`src/rtl/esp_cmd_decoder_if.sv`:
```
// Command-word bus from the ESP SPI slave command FIFO into the decoder.
//   i_cmd     : 32-bit command word ([31:24] opcode, [23:16] address/argument, [15:0] data)
//   i_cmd_vld : i_cmd is valid this cycle; consumed unconditionally (no back-pressure)
// master modport drives the bus (FIFO side / bench), slave modport receives it (decoder).
interface esp_cmd_decoder_if;
  logic [31:0] i_cmd;
  logic        i_cmd_vld;

  modport master (output i_cmd, output i_cmd_vld);
  modport slave  (input  i_cmd, input  i_cmd_vld);
endinterface

```
`src/rtl/esp_cmd_decoder.sv`:
```
// Command decoder and acquisition sequencer (adc_clk domain).
// Decodes command words into a bank of 16-bit control registers and runs a
// timed burst of one-cycle acquisition start pulses.
// Ports:
//   adc_clk    : clock, rising edge
//   rst_n      : synchronous active-low reset
//   i_cmd_if   : command bus (slave modport)
//   o_regs     : flattened register bank, reg k at [16k+15:16k]
//   o_start    : one-cycle acquisition start pulse
//   o_busy     : sequencer running
//   o_shot_cnt : pulses issued in the current or most recent sequence
//   o_err_cnt  : rejected-command counter, saturating at 255
module esp_cmd_decoder #(
  parameter int unsigned NUM_REGS = 8
) (
  input  logic                     adc_clk,
  input  logic                     rst_n,
  esp_cmd_decoder_if.slave         i_cmd_if,
  output logic [NUM_REGS*16-1:0]   o_regs,
  output logic                     o_start,
  output logic                     o_busy,
  output logic [15:0]              o_shot_cnt,
  output logic [7:0]               o_err_cnt
);

  localparam int unsigned AW       = (NUM_REGS > 1) ? $clog2(NUM_REGS) : 1;
  localparam logic [7:0]  NREG_W   = 8'(NUM_REGS);
  localparam logic [7:0]  OP_WR    = 8'h81;
  localparam logic [7:0]  OP_START = 8'h82;
  localparam logic [7:0]  OP_STOP  = 8'h83;
  localparam logic [7:0]  OP_NOP   = 8'h8F;

  typedef enum logic {ST_IDLE, ST_RUN} state_t;

  state_t      r_state;
  logic [15:0] r_regs [NUM_REGS];
  logic        r_start;
  logic [15:0] r_shot_cnt;
  logic [7:0]  r_err_cnt;
  logic [15:0] r_period;
  logic [15:0] r_tmr;
  logic [15:0] r_left;
  logic        r_cont;

  state_t      w_state_nxt;
  logic        w_start_nxt;
  logic [15:0] w_shot_nxt;
  logic [7:0]  w_err_nxt;
  logic [15:0] w_period_nxt;
  logic [15:0] w_tmr_nxt;
  logic [15:0] w_left_nxt;
  logic        w_cont_nxt;
  logic        w_reg_we;
  logic        w_reject;

  logic [7:0]  w_op;
  logic [7:0]  w_addr;
  logic [15:0] w_data;
  logic        w_vld;
  logic [15:0] w_period0;

  assign w_op   = i_cmd_if.i_cmd[31:24];
  assign w_addr = i_cmd_if.i_cmd[23:16];
  assign w_data = i_cmd_if.i_cmd[15:0];
  assign w_vld  = i_cmd_if.i_cmd_vld;

  // A zero period in reg0 runs at one pulse per cycle.
  assign w_period0 = (r_regs[0] == 16'd0) ? 16'd1 : r_regs[0];

  // State and sequencer registers.
  always_ff @(posedge adc_clk) begin
    if (!rst_n) begin
      r_state    <= ST_IDLE;
      r_start    <= 1'b0;
      r_shot_cnt <= 16'd0;
      r_err_cnt  <= 8'd0;
      r_period   <= 16'd1;
      r_tmr      <= 16'd0;
      r_left     <= 16'd0;
      r_cont     <= 1'b0;
    end else begin
      r_state    <= w_state_nxt;
      r_start    <= w_start_nxt;
      r_shot_cnt <= w_shot_nxt;
      r_err_cnt  <= w_err_nxt;
      r_period   <= w_period_nxt;
      r_tmr      <= w_tmr_nxt;
      r_left     <= w_left_nxt;
      r_cont     <= w_cont_nxt;
    end
  end

  // Next-state: sequencer advance first, then command decode may override.
  always_comb begin
    w_state_nxt  = r_state;
    w_start_nxt  = 1'b0;
    w_shot_nxt   = r_start ? (r_shot_cnt + 16'd1) : r_shot_cnt;
    w_err_nxt    = r_err_cnt;
    w_period_nxt = r_period;
    w_tmr_nxt    = r_tmr;
    w_left_nxt   = r_left;
    w_cont_nxt   = r_cont;
    w_reg_we     = 1'b0;
    w_reject     = 1'b0;

    // r_left counts pulses still owed after the one currently on o_start.
    if (r_state == ST_RUN) begin
      if (r_start && !r_cont && (r_left == 16'd0)) begin
        w_state_nxt = ST_IDLE;
      end else if (r_tmr == 16'd0) begin
        w_start_nxt = 1'b1;
        w_tmr_nxt   = r_period - 16'd1;
        if (!r_cont) begin
          w_left_nxt = r_left - 16'd1;
        end
      end else begin
        w_tmr_nxt = r_tmr - 16'd1;
      end
    end

    if (w_vld) begin
      case (w_op)
        OP_WR: begin
          if (w_addr < NREG_W) begin
            w_reg_we = 1'b1;
          end else begin
            w_reject = 1'b1;
          end
        end
        OP_START: begin
          if (r_state == ST_IDLE) begin
            w_state_nxt  = ST_RUN;
            w_start_nxt  = 1'b1;
            w_shot_nxt   = 16'd0;
            w_period_nxt = w_period0;
            w_tmr_nxt    = w_period0 - 16'd1;
            w_left_nxt   = w_data - 16'd1;
            w_cont_nxt   = (w_data == 16'd0);
          end else begin
            w_reject = 1'b1;
          end
        end
        OP_STOP: begin
          if (r_state == ST_RUN) begin
            w_state_nxt = ST_IDLE;
            w_start_nxt = 1'b0;
          end
        end
        OP_NOP: begin
        end
        default: begin
          w_reject = 1'b1;
        end
      endcase
    end

    if (w_reject && (r_err_cnt != 8'hFF)) begin
      w_err_nxt = r_err_cnt + 8'd1;
    end
  end

  // Control register bank; address range already checked by the decoder.
  always_ff @(posedge adc_clk) begin
    if (!rst_n) begin
      for (int k = 0; k < int'(NUM_REGS); k++) begin
        r_regs[k] <= 16'd0;
      end
    end else if (w_reg_we) begin
      r_regs[w_addr[AW-1:0]] <= w_data;
    end
  end

  for (genvar g = 0; g < int'(NUM_REGS); g++) begin : g_regs_out
    assign o_regs[16*g +: 16] = r_regs[g];
  end

  assign o_start    = r_start;
  assign o_busy     = (r_state == ST_RUN);
  assign o_shot_cnt = r_shot_cnt;
  assign o_err_cnt  = r_err_cnt;

endmodule

```
`src/flat_wrapper.sv`:
```
// flat-port wrapper written by rule: the top's interface ports become plain ports
module esp_cmd_decoder_flat 
#(
  parameter int unsigned NUM_REGS = 8
)
  (adc_clk, rst_n, o_regs, o_start, o_busy, o_shot_cnt, o_err_cnt, i_cmd_if_i_cmd, i_cmd_if_i_cmd_vld);
  esp_cmd_decoder_if i_cmd_if_i ();
  input  logic adc_clk;
  input  logic rst_n;
  output logic [NUM_REGS*16-1:0] o_regs;
  output logic o_start;
  output logic o_busy;
  output logic [15:0] o_shot_cnt;
  output logic [7:0] o_err_cnt;
  input wire logic [$bits(i_cmd_if_i.i_cmd)-1:0] i_cmd_if_i_cmd;
  input wire logic [$bits(i_cmd_if_i.i_cmd_vld)-1:0] i_cmd_if_i_cmd_vld;
  assign i_cmd_if_i.i_cmd = i_cmd_if_i_cmd;
  assign i_cmd_if_i.i_cmd_vld = i_cmd_if_i_cmd_vld;
  esp_cmd_decoder #(.NUM_REGS(NUM_REGS)) u_core (.adc_clk(adc_clk), .rst_n(rst_n), .i_cmd_if(i_cmd_if_i), .o_regs(o_regs), .o_start(o_start), .o_busy(o_busy), .o_shot_cnt(o_shot_cnt), .o_err_cnt(o_err_cnt));
endmodule
```
`config.mk`:
```
export PLATFORM = sky130hd
export DESIGN_NAME = esp_cmd_decoder_flat
export DESIGN_NICKNAME = d
export VERILOG_FILES = /design/src/rtl/esp_cmd_decoder_if.sv /design/src/rtl/esp_cmd_decoder.sv /design/src/flat_wrapper.sv
export SDC_FILE = /design/constraint.sdc
export NUM_CORES = 1
export LEC_CHECK = 0
export CORE_UTILIZATION = 50
export DETAILED_ROUTE_END_ITERATION = 10
export PLACE_DENSITY = 0.82
export RECOVER_POWER = 25
export SKIP_LAST_GASP = 1
export SYNTH_ARGS = -nofsm -noshare
export SYNTH_HDL_FRONTEND = slang
export SYNTH_SLANG_ARGS = --single-unit
export TNS_END_PERCENT = 1
```
`constraint.sdc`:
```
create_clock -name adc_clk -period 6.5 [get_ports adc_clk]
set_input_delay 0.65 -clock adc_clk [delete_from_list [all_inputs] [get_ports adc_clk]]
set_output_delay 0.65 -clock adc_clk [all_outputs]
set_load 0.05 [all_outputs]
```
==> flow_metrics.py <==
metrics = {
    "place": {
        "place.gp.congestion": 0.927,
        "dpl.hpwl_um": 17000,
        "place_ws_ns": 2.26,
        "dpl.cell_count": 1279,
        "port_buffers": 188,
    },
    "critical_path": {
        "criticalPathCategory": "in2reg",
        "cp_max_fo": 16,
        "critPathCaptureType": "flip-flop",
        "critPathLaunchType": "primary input",
        "cp_data_arrival_time_ns": 3.74,
        "cp.required_ns": 6.66,
    },
    "route": {
        "num_vias": 7542,
        "drtAntennaViolNets": 0,
        "wirelength_um": 25700,
        "drt_first_iter_violations": 411,
        "drc_errors": 0,
        "wl_per_cell_um": 19.4,
        "avgViaCountPerCell": 5.71,
        "first_pass_iters": 6,
    },
    "yosys": {
        "async_flop_share_pct": 0,
        "syn_area_um2": 9600,
        "yosysSeqAreaShare_pct": 55.7,
        "syn_area_per_cell_um2": 10.6,
        "synth.net_count": 945,
        "synth_warnings": 0,
        "synth-seq-cells": 203,
        "synthCells": 903,
        "ys.flop_type": "edfxtp_1",
        "synth_edf_count": 128,
        "synth_cell_types": 74,
    },
    "timing": {
        "hold_viol": 0,
        "finalSetupViolations": 0,
        "final.setup.worst_slack_ns": 2.91,
        "fin_hold_ws_ns": 0.471,
        "worst_pin_slew_ns": 1.08,
        "slew_viol_final": 0,
        "finClkSkew_ns": 0.0174,
        "fin_crit_ns": 3.59,
        "setup_tns_ns": 0,
        "fin_crit_sh_pct": 55.2,
        "fmax_mhz": 279,
        "rsz0062_at_grt": "no",
        "maxSlewHeadroom_pct": 27.5,
    },
    "cells_and_area": {
        "fin_cells": 1320,
        "register_area_um2": 5350,
        "multi_input_area_um2": 3990,
        "final_util_pct": 65.6,
        "fill_cells": 1407,
        "drive_above_1_share_pct": 6.17,
        "area_growth_syn_to_layout_pct": 28.2,
        "fin_nets": 1112,
        "num_antenna_cells": 0,
    },
    "grt": {
        "grt_pass1_wl_um": 39900,
        "grt_max_degree": 74,
        "first_global_vias": 7324,
        "grt_util_all_layers_pct": 26.1,
        "antenna_found_initial": 0,
        "overflow": 0,
    },
    "run_status": {
        "status": "completed",
    },
    "floorplanning": {
        "dieArea_um2": 19800,
        "dieHeight_um": 141,
        "io_pins": 189,
        "rows": 50,
        "start_util_pct": 51.2,
        "die_x_um": 141,
        "coreArea_um2": 18800,
    },
    "clocking": {
        "h-tree-depth": 1,
        "cts.sinks": 203,
        "clkTransAtPathRegs_ns": 0.06,
        "clockBufferDepth": 3,
        "post_cts_resized": 0,
        "cts_setup_buffers": 0,
        "cts_tree": "done",
        "root_buffer": "clkbuf_16",
        "numCtsBuffers": 23,
        "worstSkewPairLatency_ns": 0.52,
        "cts.hold.buffers_added": 0,
    },
    "pwr": {
        "p_per_area_nw_per_um2": 247,
        "p_leak_nw": 4.38,
        "peakVddDrop_uv": 223,
    },
    "flow_run": {
        "drv_cap": 0,
    },
    "worst_hold_path": {
        "hp-class": "reg2reg",
    },
}
-- worst max-delay path: stages --
cell	delay (ns)
clkdlybuf4s50_1	0.41
nor4b_1	0.49
nand3_1	0.26
nor2_1	0.15
nand2_1	0.21
nor3_1	0.88
nand2b_1	0.69
-- cell usage after synthesis, types with 8 or more instances --
library cell / number / area share, %
edfxtp_1: 128 / 40
and2_1: 127 / 8.3
nand2_1: 77 / 3.0
dfxtp_1: 75 / 16
nor2_1: 56 / 2.2
clkbuf_1: 43 / 1.7
a21oi_1: 40 / 2.1
o21ai_0: 39 / 2.0
nor3_1: 30 / 1.6
xnor2_1: 27 / 2.5
xor2_1: 26 / 2.4
a21boi_0: 19 / 1.5
nor4_1: 18 / 1.2
nand2b_1: 16 / 1.0
or3_1: 15 / 0.98
nand3_1: 13 / 0.68
inv_1: 12 / 0.47
nand4_1: 10 / 0.65
mux2i_1: 8 / 0.83
-- report_power, final --
group | internal [W] | total, W | switching [W]
clock network | 0.000730 | 0.00124 | 0.000512
registers | 0.00141 | 0.00143 | 0.0000241
logic | 0.000100 | 0.000360 | 0.000259
total | 0.00224 | 0.00304 | 0.000795
-- state kept, by name, summed over array words and instances, names as in the netlist --
signal             flops
u_core.o_err_cnt       8
u_core.r_cont          1
u_core.r_period       16
u_core.r_regs        128
u_core.o_busy          1
u_core.o_start         1
u_core.o_shot_cnt     16
u_core.r_tmr          16
u_core.r_left         16
-- metrics by stage --
step / total power (W) / cell area, um2
global placement: 0.00183 / 11600
CTS: 0.00306 / 12300
floorplan: 0.00169 / 9600
finish: 0.00304 / 12300
detailed placement: 0.00183 / 11600
global route: 0.00312 / 12300
-- cell usage in the layout (no fill, tap or decap), drive strengths merged, types with 4 or more instances in the layout --
| cell | instances |
|---|---|
| edfxtp | 128 |
| and2 | 127 |
| dlygate4sd3 | 101 |
| clkdlybuf4s50 | 86 |
| nand2 | 78 |
| dfxtp | 75 |
| nor2 | 56 |
| o21ai | 43 |
| a21oi | 40 |
| nor3 | 32 |
| clkbuf | 31 |
| xnor2 | 27 |
| xor2 | 26 |
| nor4 | 24 |
| a21boi | 20 |
| nand2b | 16 |
| or3 | 15 |
| nand3 | 13 |
| inv | 13 |
| nand4 | 10 |
| or4 | 9 |
| mux2i | 8 |
| buf | 8 |
| and3 | 7 |
| ha | 7 |
| clkinv | 7 |
| nor3b | 6 |
| nand3b | 5 |
| or2 | 5 |
| a21o | 4 |
| a211oi | 4 |
| o211a | 4 |
| o211ai | 4 |
-- final cells by class --
type                       count  area share, %
clock inverter                11          0.864
inverter                      12          0.366
tap                          234           2.38
multi-input combinational    634           32.4
sequential                   203           43.4
clock buffer                  30           4.89
timing repair buffer         196           15.7
-- logic make-up (layout without fill, tap and decap cells) --
kind of cell,Yosys count,count (layout),share of synthesized area [%]
muxes,10,10,1.07
and+or+nand+nor,415,415,24.2
AOI/OAI and AO/OA,149,149,10.5
xor gates and xnor gates,53,53,4.83
DFF,203,203,55.7
adders and majority gates,7,7,0.912
buffers and inverters,66,249,2.79
-- path summary, 6_finish.rpt --
check / to / slack, ns / startpoint / cells after the start
max reg2reg: u_core.r_tmr[6]$_SDFF_PN0_ / 3.11 / u_core.r_tmr[7]$_SDFF_PN0_ / 10
min reg2reg: u_core.r_period[15]$_SDFFE_PN0P_ / 0.47 / u_core.r_period[15]$_SDFFE_PN0P_ / 2
max: u_core.r_regs[1][1]$_SDFFCE_PN0P_ / 2.91 / i_cmd_if_i_cmd[29] / 7
min: u_core.r_period[15]$_SDFFE_PN0P_ / 0.47 / u_core.r_period[15]$_SDFFE_PN0P_ / 2
-- layer usage --
metal  part of all wire, %  wire, um  GRT usage [%]
met1                    40     10300           32.0
met2                    50     12900           45.7
met3                   6.6      1680           4.96
met4                   3.0       761           10.2
met5                     0         0              0
Power figures use the tool's default switching activity.
